<file path="config.mk">
export PLATFORM = sky130hd
export DESIGN_NAME = zero_pattern_gen
export DESIGN_NICKNAME = d
export VERILOG_FILES = /design/src/rtl/zero_pattern_gen_pkg.sv /design/src/rtl/zero_pattern_gen_byte_zero_counter.sv /design/src/rtl/zero_pattern_gen.sv
export SDC_FILE = /design/constraint.sdc
export NUM_CORES = 1
export LEC_CHECK = 0
export CORE_MARGIN = 2
export CORE_UTILIZATION = 55
export DETAILED_ROUTE_END_ITERATION = 10
export HOLD_SLACK_MARGIN = 0.05
export PLACE_DENSITY_LB_ADDON = 0.05
export SETUP_SLACK_MARGIN = 0.02
export SYNTH_ARGS = -nofsm -noshare
export SYNTH_HDL_FRONTEND = slang
export SYNTH_SLANG_ARGS = --single-unit
</file>
<file path="constraint.sdc">
create_clock -name clk -period 7.2 [get_ports clk]
set_clock_uncertainty 0.1 [all_clocks]
set_input_delay 1.08 -clock clk [delete_from_list [all_inputs] [get_ports clk]]
set_output_delay 1.08 -clock clk [all_outputs]
set_load 0.05 [all_outputs]
</file>
<file path="src/rtl/zero_pattern_gen_pkg.sv">
// Shared types and helpers for zero_pattern_gen: FSM state encoding, default
// width and the largest-N-zero-word function used by the optional out_last.
package zero_pattern_pkg;

  localparam int unsigned DATA_W_DEFAULT = 8;

  typedef enum logic [1:0] {
    IDLE,
    SCAN,
    HOLD,
    DONE
  } state_e;

  // Largest data_w-bit word with exactly n zeros: ones high, zeros in the low n bits.
  function automatic logic [63:0] max_zero_word(input int unsigned data_w,
                                                input int unsigned n);
    logic [63:0] w;
    w = '0;
    for (int unsigned i = 0; i < 64; i++) begin
      if ((i >= n) && (i < data_w)) w[i] = 1'b1;
    end
    return w;
  endfunction

endpackage

</file>
<file path="src/rtl/zero_pattern_gen_byte_zero_counter.sv">
// Combinational count of zero bits in a DATA_W-bit vector.
module byte_zero_counter
  import zero_pattern_pkg::*;
#(
  parameter int unsigned DATA_W = DATA_W_DEFAULT,
  parameter int unsigned CNT_W  = $clog2(DATA_W + 1)
) (
  input  logic [DATA_W-1:0] data,
  output logic [CNT_W-1:0]  count
);

  always_comb begin
    count = '0;
    for (int unsigned i = 0; i < DATA_W; i++) begin
      count = count + CNT_W'(~data[i]);
    end
  end

endmodule

</file>
<file path="src/rtl/zero_pattern_gen.sv">
// Emits every DATA_W-bit word with exactly `zeros` zero bits, ascending, on a
// valid/ready stream. Optional out_last port: define ZERO_PATTERN_GEN_LAST_EN.
module zero_pattern_gen
  import zero_pattern_pkg::*;
#(
  parameter int unsigned DATA_W = DATA_W_DEFAULT,
  parameter int unsigned CNT_W  = $clog2(DATA_W + 1)
) (
  input  logic              clk,
  input  logic              rst_n,
  input  logic              start,
  input  logic [CNT_W-1:0]  zeros,
  output logic              busy,
  output logic              err,
  output logic              out_valid,
  input  logic              out_ready,
  output logic [DATA_W-1:0] out_data,
  output logic [DATA_W-1:0] out_count,
  output logic              done
`ifdef ZERO_PATTERN_GEN_LAST_EN
  , output logic            out_last
`endif
);

  localparam logic [CNT_W:0]  MAX_ZEROS = (CNT_W + 1)'(DATA_W);
  localparam logic [DATA_W:0] CAND_ONE  = (DATA_W + 1)'(1);
  localparam logic [DATA_W:0] CAND_TOP  = {1'b0, {DATA_W{1'b1}}};

  state_e             state_q, state_d;
  logic [CNT_W-1:0]   req_q, req_d;
  logic [DATA_W:0]    cand_q, cand_d;
  logic               busy_q, busy_d;
  logic               err_q, err_d;
  logic               valid_q, valid_d;
  logic               done_q, done_d;
  logic [DATA_W-1:0]  data_q, data_d;
  logic [DATA_W-1:0]  count_q, count_d;

  logic [CNT_W-1:0]   zc;
  logic               cand_top;
  logic               scan_hit;
  logic               hs;

  byte_zero_counter #(
    .DATA_W (DATA_W),
    .CNT_W  (CNT_W)
  ) u_zero_cnt (
    .data  (cand_q[DATA_W-1:0]),
    .count (zc)
  );

  assign cand_top = (cand_q == CAND_TOP);
  assign scan_hit = (state_q == SCAN) && (zc == req_q);
  assign hs       = (state_q == HOLD) && valid_q && out_ready;

  always_comb begin
    state_d = state_q;
    req_d   = req_q;
    cand_d  = cand_q;
    valid_d = valid_q;
    data_d  = data_q;
    count_d = count_q;
    err_d   = 1'b0;
    unique case (state_q)
      IDLE: begin
        if (start) begin
          if ({1'b0, zeros} > MAX_ZEROS) begin
            err_d = 1'b1;
          end else begin
            req_d   = zeros;
            cand_d  = '0;
            count_d = '0;
            state_d = SCAN;
          end
        end
      end
      SCAN: begin
        if (scan_hit) begin
          data_d  = cand_q[DATA_W-1:0];
          valid_d = 1'b1;
          state_d = HOLD;
        end else if (cand_top) begin
          state_d = DONE;
        end else begin
          cand_d = cand_q + CAND_ONE;
        end
      end
      HOLD: begin
        if (hs) begin
          valid_d = 1'b0;
          count_d = count_q + DATA_W'(1);
          if (cand_top) begin
            state_d = DONE;
          end else begin
            cand_d  = cand_q + CAND_ONE;
            state_d = SCAN;
          end
        end
      end
      DONE:    state_d = IDLE;
      default: state_d = IDLE;
    endcase
    // Status flags follow the next state so they line up with it.
    done_d = (state_d == DONE);
    busy_d = (state_d != IDLE);
  end

  always_ff @(posedge clk or negedge rst_n) begin
    if (!rst_n) begin
      state_q <= IDLE;
      req_q   <= '0;
      cand_q  <= '0;
      busy_q  <= 1'b0;
      err_q   <= 1'b0;
      valid_q <= 1'b0;
      done_q  <= 1'b0;
      data_q  <= '0;
      count_q <= '0;
    end else begin
      state_q <= state_d;
      req_q   <= req_d;
      cand_q  <= cand_d;
      busy_q  <= busy_d;
      err_q   <= err_d;
      valid_q <= valid_d;
      done_q  <= done_d;
      data_q  <= data_d;
      count_q <= count_d;
    end
  end

  assign busy      = busy_q;
  assign err       = err_q;
  assign out_valid = valid_q;
  assign out_data  = data_q;
  assign out_count = count_q;
  assign done      = done_q;

`ifdef ZERO_PATTERN_GEN_LAST_EN
  logic last_q, last_d;

  always_comb begin
    last_d = last_q;
    if (scan_hit) begin
      last_d = (cand_q[DATA_W-1:0] == DATA_W'(max_zero_word(DATA_W, 32'(req_q))));
    end else if (hs) begin
      last_d = 1'b0;
    end
  end

  always_ff @(posedge clk or negedge rst_n) begin
    if (!rst_n) last_q <= 1'b0;
    else        last_q <= last_d;
  end

  assign out_last = last_q;
`else
  // Without out_last, run completion is visible only through done.
`endif

endmodule

</file>
### After elaboration in Yosys (flattened, before gate mapping)

Index checks and enable logic that the tools add are counted.

| operators by class | value |
|---|---|
| add/subtract/negate cells | 9 |
| $lt $le $gt $ge | 1 |
| equal/unequal tests | 11 |
| mux-type cells | 23 |
| bitwise gates (word level) | 9 |
| reductions and logical operators | 13 |

Operator list:

| cell | count |
|---|---|
| $mux 9 | 5 |
| $not 1->4 | 8 |
| $add 4x4->4 | 7 |
| $pmux 9 s3 | 1 |
| $mux 8 | 3 |
| $pmux 8 s2 | 1 |
| $mux 2 | 6 |
| $ne 2x2->1 const B | 5 |
| $add 9x1->9 const B | 1 |
| $eq 9x8->1 const B | 1 |
| $add 8x1->8 const B | 1 |
| $pmux 2 s4 | 1 |
| $eq 2x2->1 const B | 3 |
| $reduce_and 3->1 | 2 |
| $reduce_bool 2->1 | 3 |
| $mux 1 | 5 |
| $reduce_and 5->1 | 1 |
| $eq 4x4->1 | 1 |
| $gt 4x4->1 const B | 1 |
| $reduce_and 4->1 | 1 |
| $logic_and 1x1->1 | 3 |
| $reduce_bool 3->1 | 1 |
| $eq 2x1->1 const B | 1 |
| $logic_not 2->1 | 1 |
| 3 further kinds | 3 |

| word-level totals | value |
|---|---|
| register bits after elaboration | 35 |
| bits of input ports | 8 |
| output and inout port bits | 20 |
| word-level logic and storage cells | 75 |

### Logic depth before layout (Yosys ltp)

Gate-level depths: netlist of the first run.

| logic depth | value |
|---|---|
| word-level depth | 13 |
| gate-level depth with buffers | 13 |
| depth with buffers taken out | 12 |

### Hierarchy

Synthesis of the first run repeated with hierarchy kept, for this count alone.

| unflattened totals | value |
|---|---|
| cell total of the unflattened synthesis | 201 |
| area total of the unflattened synthesis | 2000.7 um^2 |

By module, submodules not included:

| module | times used | cells an instance | area an instance (um^2) | sequential area each (um^2) |
|---|---|---|---|---|
| zero_pattern_gen | 1 | 180 | 1821.7 | 875.8 |
| byte_zero_counter | 1 | 21 | 178.9 | 0.0 |

### Least setup slack after synthesis of the first run

OpenSTA, ideal clock, no wires.

| timing | value |
|---|---|
| path type | register to register |
| from | reg cand_q[0] |
| to | reg data_q[0] (netlist: out_data[0]) |
| setup time | 0.128 ns |
| arrival | 3.701 ns |
| data required time | 6.972 ns |
| path slack | 3.272 ns |
| stages on the path, launching flop included | 13 |
| path buffers | 1 |
| period minus slack after synthesis | 3.928 ns |
| cells stage by stage | dfrtp_1 -> fa_1 -> inv_1 -> fa_1 -> fa_1 -> ha_1 -> inv_1 -> fa_1 -> xnor3_1 -> nor3_2 -> and2_1 -> buf_2 -> mux2_1 |

| between the ends | value |
|---|---|
| word-level cells in the longest chain between the ends | 11 |

Ends and longest elaborated chain:

| what | RTL line | RTL |
|---|---|---|
| start, declared | zero_pattern_gen.sv:31 | `logic [DATA_W:0] cand_q, cand_d;` |
| start signal, assigned | zero_pattern_gen.sv:122 | `cand_q <= cand_d;` |
| $not 1->4 | zero_pattern_gen_byte_zero_counter.sv:15 | `count = count + CNT_W'(~data[i]);` |
| $add 4x4->4 (7 in series) | zero_pattern_gen_byte_zero_counter.sv:15 |  |
| $eq 4x4->1 | zero_pattern_gen.sv:53 | `assign scan_hit = (state_q == SCAN) && (zc == req_q);` |
| $logic_and 1x1->1 | zero_pattern_gen.sv:53 |  |
| $reduce_and 2->1 (no source line) | n/a |  |
| end signal, assigned | zero_pattern_gen.sv:127 | `data_q <= data_d;` |
| end, declared | zero_pattern_gen.sv:36 | `logic [DATA_W-1:0] data_q, data_d;` |

Parallel ways exist; a longest one is shown, timed or not.
A chain may end at the register's enable or synchronous reset.

### Worst setup path in the final report of the first run

Same ends and word-level chain as after synthesis.

==> reports/results.tsv, run 1 <==
stage	metric	value	unit
power_and_ir_drop	ir_drop	293	uV
critical_path	crit_type	reg -> reg	
detailed_routing	via_per_inst	5.56	
logic_synthesis	ys_seq_elements	35	
logic_synthesis	muxShareOfSynthArea	0.0757	
power_and_ir_drop	p_switching	0.410	mW
clock_tree	cts_hold_buf	0	
layout	syn2layout_area_growth	22.0	%
logic_synthesis	syn_nets	227	
critical_path	r2r-end	out_data[0]	
logic_synthesis	ys_top_cells_by_area	dfrtp_1 43%, ha_1 7.3%, mux2_1 4.4%	
logic_synthesis	synthAdderAreaFrac	0.112	
clock_tree	htreeDepth	2	
logic_synthesis	synth_top_area_share	0.427	
job	drv_cap	0	
clock_tree	cts-resized-gates	0	
logic_synthesis	synth_xor_area_frac	0.0195	
critical_path	reg2reg_slack	2.88	ns
critical_path	cp-start-kind	flip-flop	
clock_tree	numCtsBuffers	5	
clock_tree	clk_latency	0.29	ns
logic_synthesis	yosys_warnings	0	
floorplanning	die_y	65.1	microns
layout	fin_util	0.689	
layout	design_area	0.00250	sq mm
logic_synthesis	synth_seq_area_share	0.427	
place	gp_congestion	0.934	
sta	layout_setup_ws	2.88	ns
sta	drv_slew	0	
floorplanning	die_width	65.1	microns
sta	final.setup.tns	0	ns
detailed_routing	vias	1567	
logic_synthesis	synth_edf_count	0	
run_status	status	complete, no violations	
layout	nFillCells	292	
detailed_routing	drt-pass1-iter-count	4	
critical_path	crit_path_end	out_data[0]	
sta	period_needed	4.32	ns
place	dp_slack	2.91	ns
sta	fmaxAchievable	0.232	GHz
floorplanning	num_rows	22	
power_and_ir_drop	p_int	0.575	mW
layout	layout-drive-gt1-share	0.0897	
place	portBuffers	27	
layout	n_antenna_cell	0	
sta	hold_viol	0	
clock_tree	cts_tree	done	
floorplanning	die_area	0.00423	sq mm
logic_synthesis	async_reset_ff_frac	1.00	
global_routing	overflow	0	
detailed_routing	drc_errors	0	
place	dpl-instance-area	0.00237	sq mm
clock_tree	post_cts_buffers	0	
clock_tree	clk_pin_slew_worst_paths	0.08	ns
critical_path	ff2ff_path_depth	11	
power_and_ir_drop	swShare	0.416	
sta	worstMarginPinSlew	0.640	ns
logic_synthesis	synth-simple-area-share	0.151	
critical_path	critical_path.max_fanout	9	
detailed_routing	drt-total-wl	4040	microns
logic_synthesis	synth.distinct_cells	49	
detailed_routing	drt-wirelength-per-cell	14.3	microns
global_routing	grt_pass1_vias	1462	
clock_tree	clk_path_buf_depth	2	
sta	setup_violations	0	
global_routing	grt_max_degree	36	
critical_path	endpoint_kind	flip-flop	
global_routing	track_usage	0.218	
power_and_ir_drop	p_leak	1.12	nW
layout	fin_nets	257	
detailed_routing	drt_iter0_drc	75	
floorplanning	core_region_area	0.00363	sq mm
logic_synthesis	avgSynthCellArea	10.1	sq um
clock_tree	cts.sinks	35	
power_and_ir_drop	power_frac_comb	0.505	
place	dp_cells	274	
logic_synthesis	syn_inst	203	
logic_synthesis	yosysTopAreaCell	dfrtp_1	
sta	min_period_over_period	0.600	
logic_synthesis	synthFlopType	dfrtp_1	
clock_tree	cts-root-buf	clkbuf_8	
sta	rsz0062_at_grt	false	
worst_hold_path	hold_path_class	reg -> reg	
critical_path	crit_arrival	4.39	ns
power_and_ir_drop	power_frac_clock	0.216	
power_and_ir_drop	seqPwrFrac	0.279	
power_and_ir_drop	power.density	394	mW/mm^2
detailed_routing	antenna_left	0	
layout	final_cells	282	
logic_synthesis	synth_compound_area_frac	0.164	
global_routing	grt_pass1_wl	6910	microns
critical_path	cp-startpoint	cand_q[0]	
sta	max_slew_margin	0.570	
critical_path	r2r_start	cand_q[0]	
logic_synthesis	yosysMostFrequentCell	dfrtp_1	
critical_path	worstPathRequired	7.27	ns
place	hpwlAfterDp	2990	microns
logic_synthesis	synth_common_cells	35 x dfrtp_1, 24 x nand2_1, 22 x inv_1, 12 x ha_1	
global_routing	antenna_found_initial	0	
logic_synthesis	syn-cell-area	0.00205	sq mm
floorplanning	start_util	0.564	
floorplanning	io-pin-count	28	
logic_synthesis	synth_top_family_by_area	compound AO/OA/AOI/OAI gates	
[worst max-delay path, cell delays in order (launching register included)]
cell and delay, ns:
dfrtp_1 0.46, fa_1 0.56, inv_1 0.05, fa_1 0.44, fa_1 0.50, ha_1 0.19
inv_1 0.07, fa_1 0.40, xnor3_1 0.35, nor3_2 0.23, and2_1 0.48, mux2_1 0.38
[layout make-up]
type                       instances  area (sq um)  area share
clock inverter                     3          67.6      0.0270
clock buffer                       5          68.8      0.0275
sequential                        35           876       0.350
inverter                          22          82.6      0.0330
multi-input combinational        141          1070       0.428
tap                               48          60.1      0.0240
timing repair buffer              28           278       0.111
[kinds of logic (layout without fill, tap and decap cells)]
family / Yosys count / in the layout
buf+inv: 27 / 58
mux: 14 / 14
compound gates: 47 / 47
xor+xnor: 3 / 3
fa+ha+maj: 16 / 16
simple gates: 61 / 61
flops: 35 / 35
[cell usage in the layout (no fill, tap or decap), types with 2 or more instances in the layout]
| cell type | netlist | final |
|---|---|---|
| a21boi_0 | 2 | 2 |
| a21o_1 | 2 | 2 |
| a21oi_1 | 6 | 6 |
| a22o_1 | 4 | 4 |
| a311oi_1 | 2 | 2 |
| and2_1 | 2 | 2 |
| and3_1 | 3 | 3 |
| bufinv_16 | 0 | 2 |
| clkbuf_8 | 0 | 5 |
| clkdlybuf4s50_1 | 0 | 27 |
| dfrtp_1 | 35 | 35 |
| fa_1 | 4 | 4 |
| ha_1 | 12 | 12 |
| inv_1 | 22 | 22 |
| mux2_1 | 8 | 8 |
| mux2_2 | 4 | 4 |
| mux2i_1 | 2 | 2 |
| nand2_1 | 24 | 24 |
| nand3_1 | 8 | 8 |
| nand4_1 | 2 | 2 |
| nor2_1 | 7 | 7 |
| nor2b_1 | 4 | 4 |
| o21ai_0 | 6 | 6 |
| o21ai_1 | 4 | 4 |
| o22ai_1 | 4 | 4 |
| o31ai_1 | 5 | 5 |
| or2_2 | 2 | 2 |
| or3_1 | 2 | 2 |
[sequential cells by signal (all words and copies together), names as in the netlist]
| name | cells |
|---|---|
| busy | 1 |
| done | 1 |
| out_data | 8 |
| err | 1 |
| state_q | 2 |
| req_q | 4 |
| cand_q | 9 |
| out_count | 8 |
| out_valid | 1 |
[power by group through the flow]
stage,combinational (mW),sequential [mW],clock [mW]
final,0.498,0.275,0.212
after global placement,0.472,0.277,0
after global routing,0.550,0.282,0.226
after floorplan,0.314,0.336,0
after detailed placement,0.493,0.279,0
after CTS,0.496,0.275,0.217
[metal layers]
layer / track usage / up-vias / wire length [microns]
met5: 0 / - / 0
met4: 0.0833 / 0 / 82
met3: 0.0521 / 11 / 159
met2: 0.348 / 36 / 1930
met1: 0.289 / 754 / 1860
li1: - / 766 / -
[metrics by stage]
step           hold WS [ns]  power, mW
2_1_floorplan         0.349      0.650
3_3_place_gp          0.367      0.749
3_5_place_dp          0.372      0.772
4_1_cts               0.391      0.988
5_1_grt               0.417       1.06
6_report              0.387      0.985
[worst min path at each step]
stage                start          end  slack [ns]  cells past startpoint
6_report       out_data[3]  out_data[3]        0.39                      1
5_1_grt        out_data[0]  out_data[0]        0.42                      1
4_1_cts          cand_q[8]    cand_q[8]        0.39                      2
3_5_place_dp     cand_q[8]    cand_q[8]        0.37                      2
3_3_place_gp     cand_q[8]    cand_q[8]        0.37                      2
2_1_floorplan    cand_q[8]    cand_q[8]        0.35                      2
No activity file was read; power rests on OpenSTA's default activity.
==> run 2: changes to the inputs <==
--- a/config.mk
+++ b/config.mk
@@ -6,7 +6,7 @@
 export NUM_CORES = 1
 export LEC_CHECK = 0
 export CORE_MARGIN = 2
-export CORE_UTILIZATION = 55
+export CORE_UTILIZATION = 54
 export DETAILED_ROUTE_END_ITERATION = 10
 export HOLD_SLACK_MARGIN = 0.05
 export PLACE_DENSITY_LB_ADDON = 0.05
==> constraint.sdc (replaced) <==
create_clock -name clk -period 4.05 [get_ports clk]
set_clock_uncertainty 0.1 [all_clocks]
set_input_delay 0.6075 -clock clk [delete_from_list [all_inputs] [get_ports clk]]
set_output_delay 0.6075 -clock clk [all_outputs]
set_load 0.05 [all_outputs]
==> run 2 against run 1 <==
Compared with the run above:
- core utilization is 0.95 points higher
- combinational power is 100% higher
- global-route usage is 0.81 points higher
==> reports/results.tsv, run 2 (synthesis results as in run 1) <==
stage	metric	value	unit	change
critical_path	cp_top_family	adder cells		unchanged
power_and_ir_drop	p_leak	1.16	nW	was 1.12 nW
critical_path	crit_path_max_incr_delay	0.55	ns	was 0.56 ns
detailed_routing	via_per_inst	5.60		was 5.56
sta	layout_setup_ws	0.128	ns	was 2.88 ns
floorplanning	core_region_area	0.00366	sq mm	was 0.00363 sq mm
clock_tree	clk_pin_slew_worst_paths	0.07	ns	was 0.08 ns
clock_tree	clk_path_buf_depth	2		unchanged
critical_path	crit_top_cell	fa_1		unchanged
sta	rsz0062_at_grt	false		unchanged
place	gp_congestion	0.844		was 0.934
layout	design_area	0.00256	sq mm	was 0.00250 sq mm
power_and_ir_drop	p_total	1.78	mW	was 0.985 mW
run_status	status	complete, no violations		unchanged
detailed_routing	drt_iter0_drc	139		was 75
clock_tree	cts.sinks	35		unchanged
sta	fmaxAchievable	0.255	GHz	was 0.232 GHz
power_and_ir_drop	power.density	697	mW/mm^2	was 394 mW/mm^2
sta	worstMarginPinSlew	0.654	ns	was 0.640 ns
layout	layout_common_cells	35 x dfrtp_1, 27 x clkdlybuf4s50_1, 24 x nand2_1		unchanged
layout	n_antenna_cell	0		unchanged
detailed_routing	drt-total-wl	4330	microns	was 4040 microns
clock_tree	clk_latency	0.29	ns	about the same
clock_tree	htreeDepth	2		unchanged
layout	multi_input_area	0.00110	sq mm	was 0.00107 sq mm
place	dp_slack	-0.0182	ns	was 2.91 ns
clock_tree	cts_tree	done		unchanged
detailed_routing	antenna_left	0		unchanged
detailed_routing	drt-pass1-iter-count	4		unchanged
sta	hold_viol	0		unchanged
global_routing	grt_pass1_wl	7300	microns	was 6910 microns
place	portBuffers	27		unchanged
layout	syn2layout_area_growth	24.6	%	was 22.0%
power_and_ir_drop	ir_drop	470	uV	was 293 uV
critical_path	worstPathRequired	4.12	ns	was 7.27 ns
clock_tree	numCtsBuffers	5		unchanged
sta	period_needed	3.92	ns	was 4.32 ns
layout	layout_commonest_cell	dfrtp_1		unchanged
place	dpl-instance-area	0.00241	sq mm	was 0.00237 sq mm
sta	setup_violations	0		unchanged
detailed_routing	drt-wirelength-per-cell	14.9	microns	was 14.3 microns
floorplanning	num_rows	22		unchanged
critical_path	cp_slowest_cell	fa_1		unchanged
sta	max_slew_margin	0.561		was 0.570
critical_path	worst-path-buf-inv	3		was 2
job	drv_cap	0		unchanged
floorplanning	die_y	65.6	microns	was 65.1 microns
critical_path	path_cells	fa_1 > inv_1 > fa_1 > fa_1 > ha_2 > inv_1 > fa_1 > xnor3_1 > nor3_4 > and2_4 > buf_4 > mux2_1		was fa_1 > inv_1 > fa_1 > fa_1 > ha_1 > inv_1 > fa_1 > xnor3_1 > nor3_2 > and2_1 > mux2_1
critical_path	crit_type	reg -> reg		unchanged
layout	nFillCells	275		was 292
worst_hold_path	hold_path_class	reg -> reg		unchanged
detailed_routing	drc_errors	0		unchanged
floorplanning	die_area	0.00431	sq mm	was 0.00423 sq mm
layout	final_cells	290		was 282
critical_path	endpoint_kind	flip-flop		unchanged
layout	largest-register	cand_q		unchanged
critical_path	critical_path.max_fanout	6		was 9
critical_path	crit_arrival	3.99	ns	was 4.39 ns
layout	largest_reg_flops	9		unchanged
layout	layout-drive-gt1-share	0.140		was 0.0897
clock_tree	cts-root-buf	clkbuf_8		unchanged
layout	regArea	876	sq um	unchanged
floorplanning	start_util	0.560		was 0.564
global_routing	grt_pass1_vias	1595		was 1462
clock_tree	cts_hold_buf	0		unchanged
sta	drv_slew	0		unchanged
floorplanning	io-pin-count	28		unchanged
sta	hold_slack	0.381	ns	was 0.387 ns
global_routing	overflow	0		unchanged
floorplanning	die_width	65.6	microns	was 65.1 microns
layout	fin_nets	265		was 257
global_routing	track_usage	0.226		was 0.218
global_routing	grt_max_degree	36		unchanged
place	hpwlAfterDp	3230	microns	was 2990 microns
place	dp_cells	280		was 274
global_routing	antenna_found_initial	0		unchanged
detailed_routing	vias	1624		was 1567
critical_path	cp-start-kind	flip-flop		unchanged
sta	min_period_over_period	0.968		was 0.600
==> run 2: cell types whose count changed in the layout (fill, tap and decap cells not counted), sizes merged <==
cell and change:
bufinv -2, clkinvlp -1, clkbuf +3, buf +8
==> run 2: worst reg2reg max path, delay by kind of cell (launching register included) <==
family        cells  cell delay (ns)
xor+xnor          1             0.22
fa+ha+maj         5             2.06
buf+inv           3             0.24
flops             1             0.40
mux               1             0.33
simple gates      2             0.44
==> run 2: what timing repair did <==
item                                   CTS  global route
endpoints found under the hold margin    0             0
setup endpoints to repair                8            14
pin swaps                                0             3
gates resized for setup                  4             3
buffers inserted                         0             2
==> run 2: report_power, final <==
| part | internal (mW) | leakage, nW | total, mW | switching (mW) |
|---|---|---|---|---|
| registers | 0.425 | 0.466 | 0.487 | 0.0620 |
| logic | 0.429 | 0.640 | 1.02 | 0.591 |
| clock network | 0.155 | 0.0515 | 0.275 | 0.120 |
==> run 2: final cells by class <==
| class | count | area share |
|---|---|---|
| clock buffer | 8 | 0.0392 |
| multi-input combinational | 141 | 0.430 |
| sequential | 35 | 0.343 |
| timing repair buffer | 36 | 0.132 |
| inverter | 22 | 0.0323 |
| tap | 48 | 0.0235 |
==> run 2: path summary, 6_finish.rpt <==
| kind | startpoint | endpoint | slack, ns | depth (start not counted) |
|---|---|---|---|---|
| worst max-delay path | cand_q[0] | out_data[6] | 0.13 | 12 |
| worst min-delay path | cand_q[8] | cand_q[8] | 0.38 | 2 |
| worst max register to register | cand_q[0] | out_data[6] | 0.13 | 12 |
| worst min register to register | cand_q[8] | cand_q[8] | 0.38 | 2 |
| max in group asynchronous | rst_n | err | 2.91 | 2 |
| min in group asynchronous | rst_n | out_count[6] | 0.63 | 2 |
==> run 2: layer usage <==
metal	up-vias	track usage	wire length (microns)
met5	-	0	0
met4	0	0.0885	39
met3	4	0.0411	176
met2	41	0.381	2180
met1	796	0.288	1930
li1	783	-	-
==> run 2: per-stage QoR <==
step	utilization	setup TNS, ns
floorplan	-	0
CTS	0.691	0
global placement	0.659	0
detailed placement	0.659	-0.0452
finish	0.698	0
global route	0.698	0
==> run 3: changes to the inputs <==
--- a/config.mk
+++ b/config.mk
@@ -10,7 +10,7 @@
 export DETAILED_ROUTE_END_ITERATION = 10
 export HOLD_SLACK_MARGIN = 0.05
 export PLACE_DENSITY_LB_ADDON = 0.05
-export SETUP_SLACK_MARGIN = 0.02
+export SETUP_SLACK_MARGIN = 0.2
 export SYNTH_ARGS = -nofsm -noshare
 export SYNTH_HDL_FRONTEND = slang
 export SYNTH_SLANG_ARGS = --single-unit
==> run 3 against run 2 <==
Compared with the run above:
- global-route usage is 0.38 points higher
- setup slack gained 0.046 ns
- cell area rose by 0.69%
- non-clock buffer count is the same
- hold slack improved by 0.0020 ns
- total power increased by 0.92%
- first-iteration DRC count down 19%
- register-to-register slack improved by 0.05 ns
- final cell count fell by 0.69%
- critical path type unchanged
==> reports/results.tsv, run 3 (synthesis results as in run 1) <==
stage	metric	value	unit	change
run_status	status	complete, no violations		unchanged
sta	layout_setup_ws	0.174	ns	was 0.128 ns
place	hpwlAfterDp	3040	microns	was 3230 microns
floorplanning	core_region_area	0.00366	sq mm	unchanged
worst_hold_path	hold_path_class	reg -> reg		unchanged
global_routing	grt_pass1_wl	7440	microns	was 7300 microns
sta	period_needed	3.88	ns	was 3.92 ns
place	gp_congestion	0.837		was 0.844
critical_path	worstPathRequired	4.14	ns	was 4.12 ns
layout	n_antenna_cell	0		unchanged
clock_tree	clk_path_buf_depth	2		unchanged
power_and_ir_drop	ir_drop	562	uV	was 470 uV
detailed_routing	drt-wirelength-per-cell	15.0	microns	was 14.9 microns
global_routing	overflow	0		unchanged
critical_path	ff2ff_path_depth	12		unchanged
critical_path	crit_arrival	3.96	ns	was 3.99 ns
clock_tree	cts.sinks	35		unchanged
critical_path	crit_type	reg -> reg		unchanged
sta	rsz0062_at_grt	true		was false
layout	largest-register	cand_q		unchanged
global_routing	track_usage	0.230		was 0.226
clock_tree	clk_pin_slew_worst_paths	0.06	ns	was 0.07 ns
detailed_routing	antenna_left	0		unchanged
layout	nFillCells	269		was 275
layout	fin_util	0.703		was 0.698
clock_tree	clk_latency	0.29	ns	about the same
sta	drv_slew	0		unchanged
layout	layout_commonest_cell	dfrtp_1		unchanged
floorplanning	num_rows	22		unchanged
sta	hold_viol	0		unchanged
worst_hold_path	hold_depth	1		was 2
floorplanning	die_y	65.6	microns	unchanged
detailed_routing	drt_iter0_drc	112		was 139
floorplanning	die_width	65.6	microns	unchanged
floorplanning	die_area	0.00431	sq mm	unchanged
global_routing	grt_max_degree	36		unchanged
detailed_routing	drt-total-wl	4320	microns	was 4330 microns
detailed_routing	drc_errors	0		unchanged
sta	min_period_over_period	0.957		was 0.968
critical_path	critical_path.max_fanout	6		unchanged
sta	worstMarginPinSlew	0.636	ns	was 0.654 ns
detailed_routing	via_per_inst	5.77		was 5.60
place	dp_slack	0.148	ns	was -0.0182 ns
sta	final.setup.tns	0	ns	unchanged
worst_hold_path	hold_end	out_data[7]		was cand_q[8]
detailed_routing	vias	1662		was 1624
floorplanning	start_util	0.560		unchanged
clock_tree	numCtsBuffers	5		unchanged
sta	setup_violations	0		unchanged
power_and_ir_drop	power.density	699	mW/mm^2	was 697 mW/mm^2
sta	fmaxAchievable	0.258	GHz	was 0.255 GHz
global_routing	antenna_found_initial	0		unchanged
clock_tree	cts-root-buf	clkbuf_8		unchanged
layout	fin_nets	265		unchanged
clock_tree	cts_tree	done		unchanged
power_and_ir_drop	p_leak	1.15	nW	was 1.16 nW
layout	layout_common_cells	35 x dfrtp_1, 27 x clkdlybuf4s50_1, 24 x nand2_1		unchanged
job	drv_cap	0		unchanged
layout	largest_reg_flops	9		unchanged
place	portBuffers	27		unchanged
layout	syn2layout_area_growth	25.5	%	was 24.6%
critical_path	r2r_start	cand_q[0]		unchanged
global_routing	grt_pass1_vias	1611		was 1595
detailed_routing	drt-pass1-iter-count	4		unchanged
layout	regArea	876	sq um	unchanged
critical_path	r2r-end	cand_q[5]		was out_data[6]
clock_tree	htreeDepth	2		unchanged
sta	max_slew_margin	0.573		was 0.561
layout	multi_input_area	0.00113	sq mm	was 0.00110 sq mm
worst_hold_path	hp-start	out_data[7]		was cand_q[8]
layout	layout-drive-gt1-share	0.167		was 0.140
critical_path	cp-start-kind	flip-flop		unchanged
critical_path	reg2reg_slack	0.17	ns	was 0.13 ns
floorplanning	io-pin-count	28		unchanged
critical_path	endpoint_kind	flip-flop		unchanged
-- run 3: what timing repair did --
| action | 4_1_cts | 5_1_grt |
|---|---|---|
| hold buffers | 0 | 0 |
| setup buffers | 1 | 1 |
| pin swaps | 2 | 1 |
| endpoints found under the setup margin | 10 | 20 |
| resized for setup | 4 | 14 |
| gates cloned | 0 | 0 |
-- run 3: power by group --
part           total (mW)  internal (mW)  switching, mW
Clock               0.230          0.114          0.116
Combinational        1.08          0.468          0.614
Sequential          0.486          0.425         0.0610
-- run 3: area by class of cell --
type / count / share of cell area
multi-input cells: 141 / 0.440
flip-flops and latches: 35 / 0.340
repair buffers: 36 / 0.136
inverters: 22 / 0.0321
clock buffers: 6 / 0.0282
well taps: 48 / 0.0233
-- run 3: routing by layer --
metal,vias up,track usage,part of all wire
met4,0,0.107,0.019
met2,45,0.359,0.49
met3,7,0.0531,0.045
met1,825,0.303,0.45
met5,-,0,0
li1,785,-,-
-- run 3: how the worst max path moves through the flow --
stage                    from           to  slack [ns]  cells after the start
floorplan           cand_q[0]    cand_q[5]        0.20                     13
global placement    cand_q[0]  out_data[4]        0.22                     12
detailed placement  cand_q[0]  out_data[6]        0.15                     12
CTS                 cand_q[0]  out_data[2]        0.18                     12
global route        cand_q[0]  out_data[5]        0.01                     12
finish              cand_q[0]    cand_q[5]        0.17                     12
-- run 3: metrics by stage --
step / instances / cell area [sq um] / hold WS [ns] / power (mW)
6_report: 288 / 2570 / 0.383 / 1.80
4_1_cts: 287 / 2510 / 0.381 / 1.66
3_3_place_gp: 280 / 2410 / 0.364 / 1.36
2_1_floorplan: 203 / 2060 / 0.212 / 1.16
3_5_place_dp: 280 / 2410 / 0.367 / 1.38
5_1_grt: 288 / 2570 / 0.415 / 1.93
-- run 3: worst max-delay path, stage by stage (launching register included) --
cell	delay, ns
dfrtp_1	0.40
fa_1	0.54
inv_1	0.05
fa_1	0.44
fa_1	0.50
ha_2	0.20
inv_2	0.04
fa_1	0.47
xnor2_2	0.20
nor3_4	0.07
a211o_1	0.29
or2_4	0.28
o41ai_2	0.20
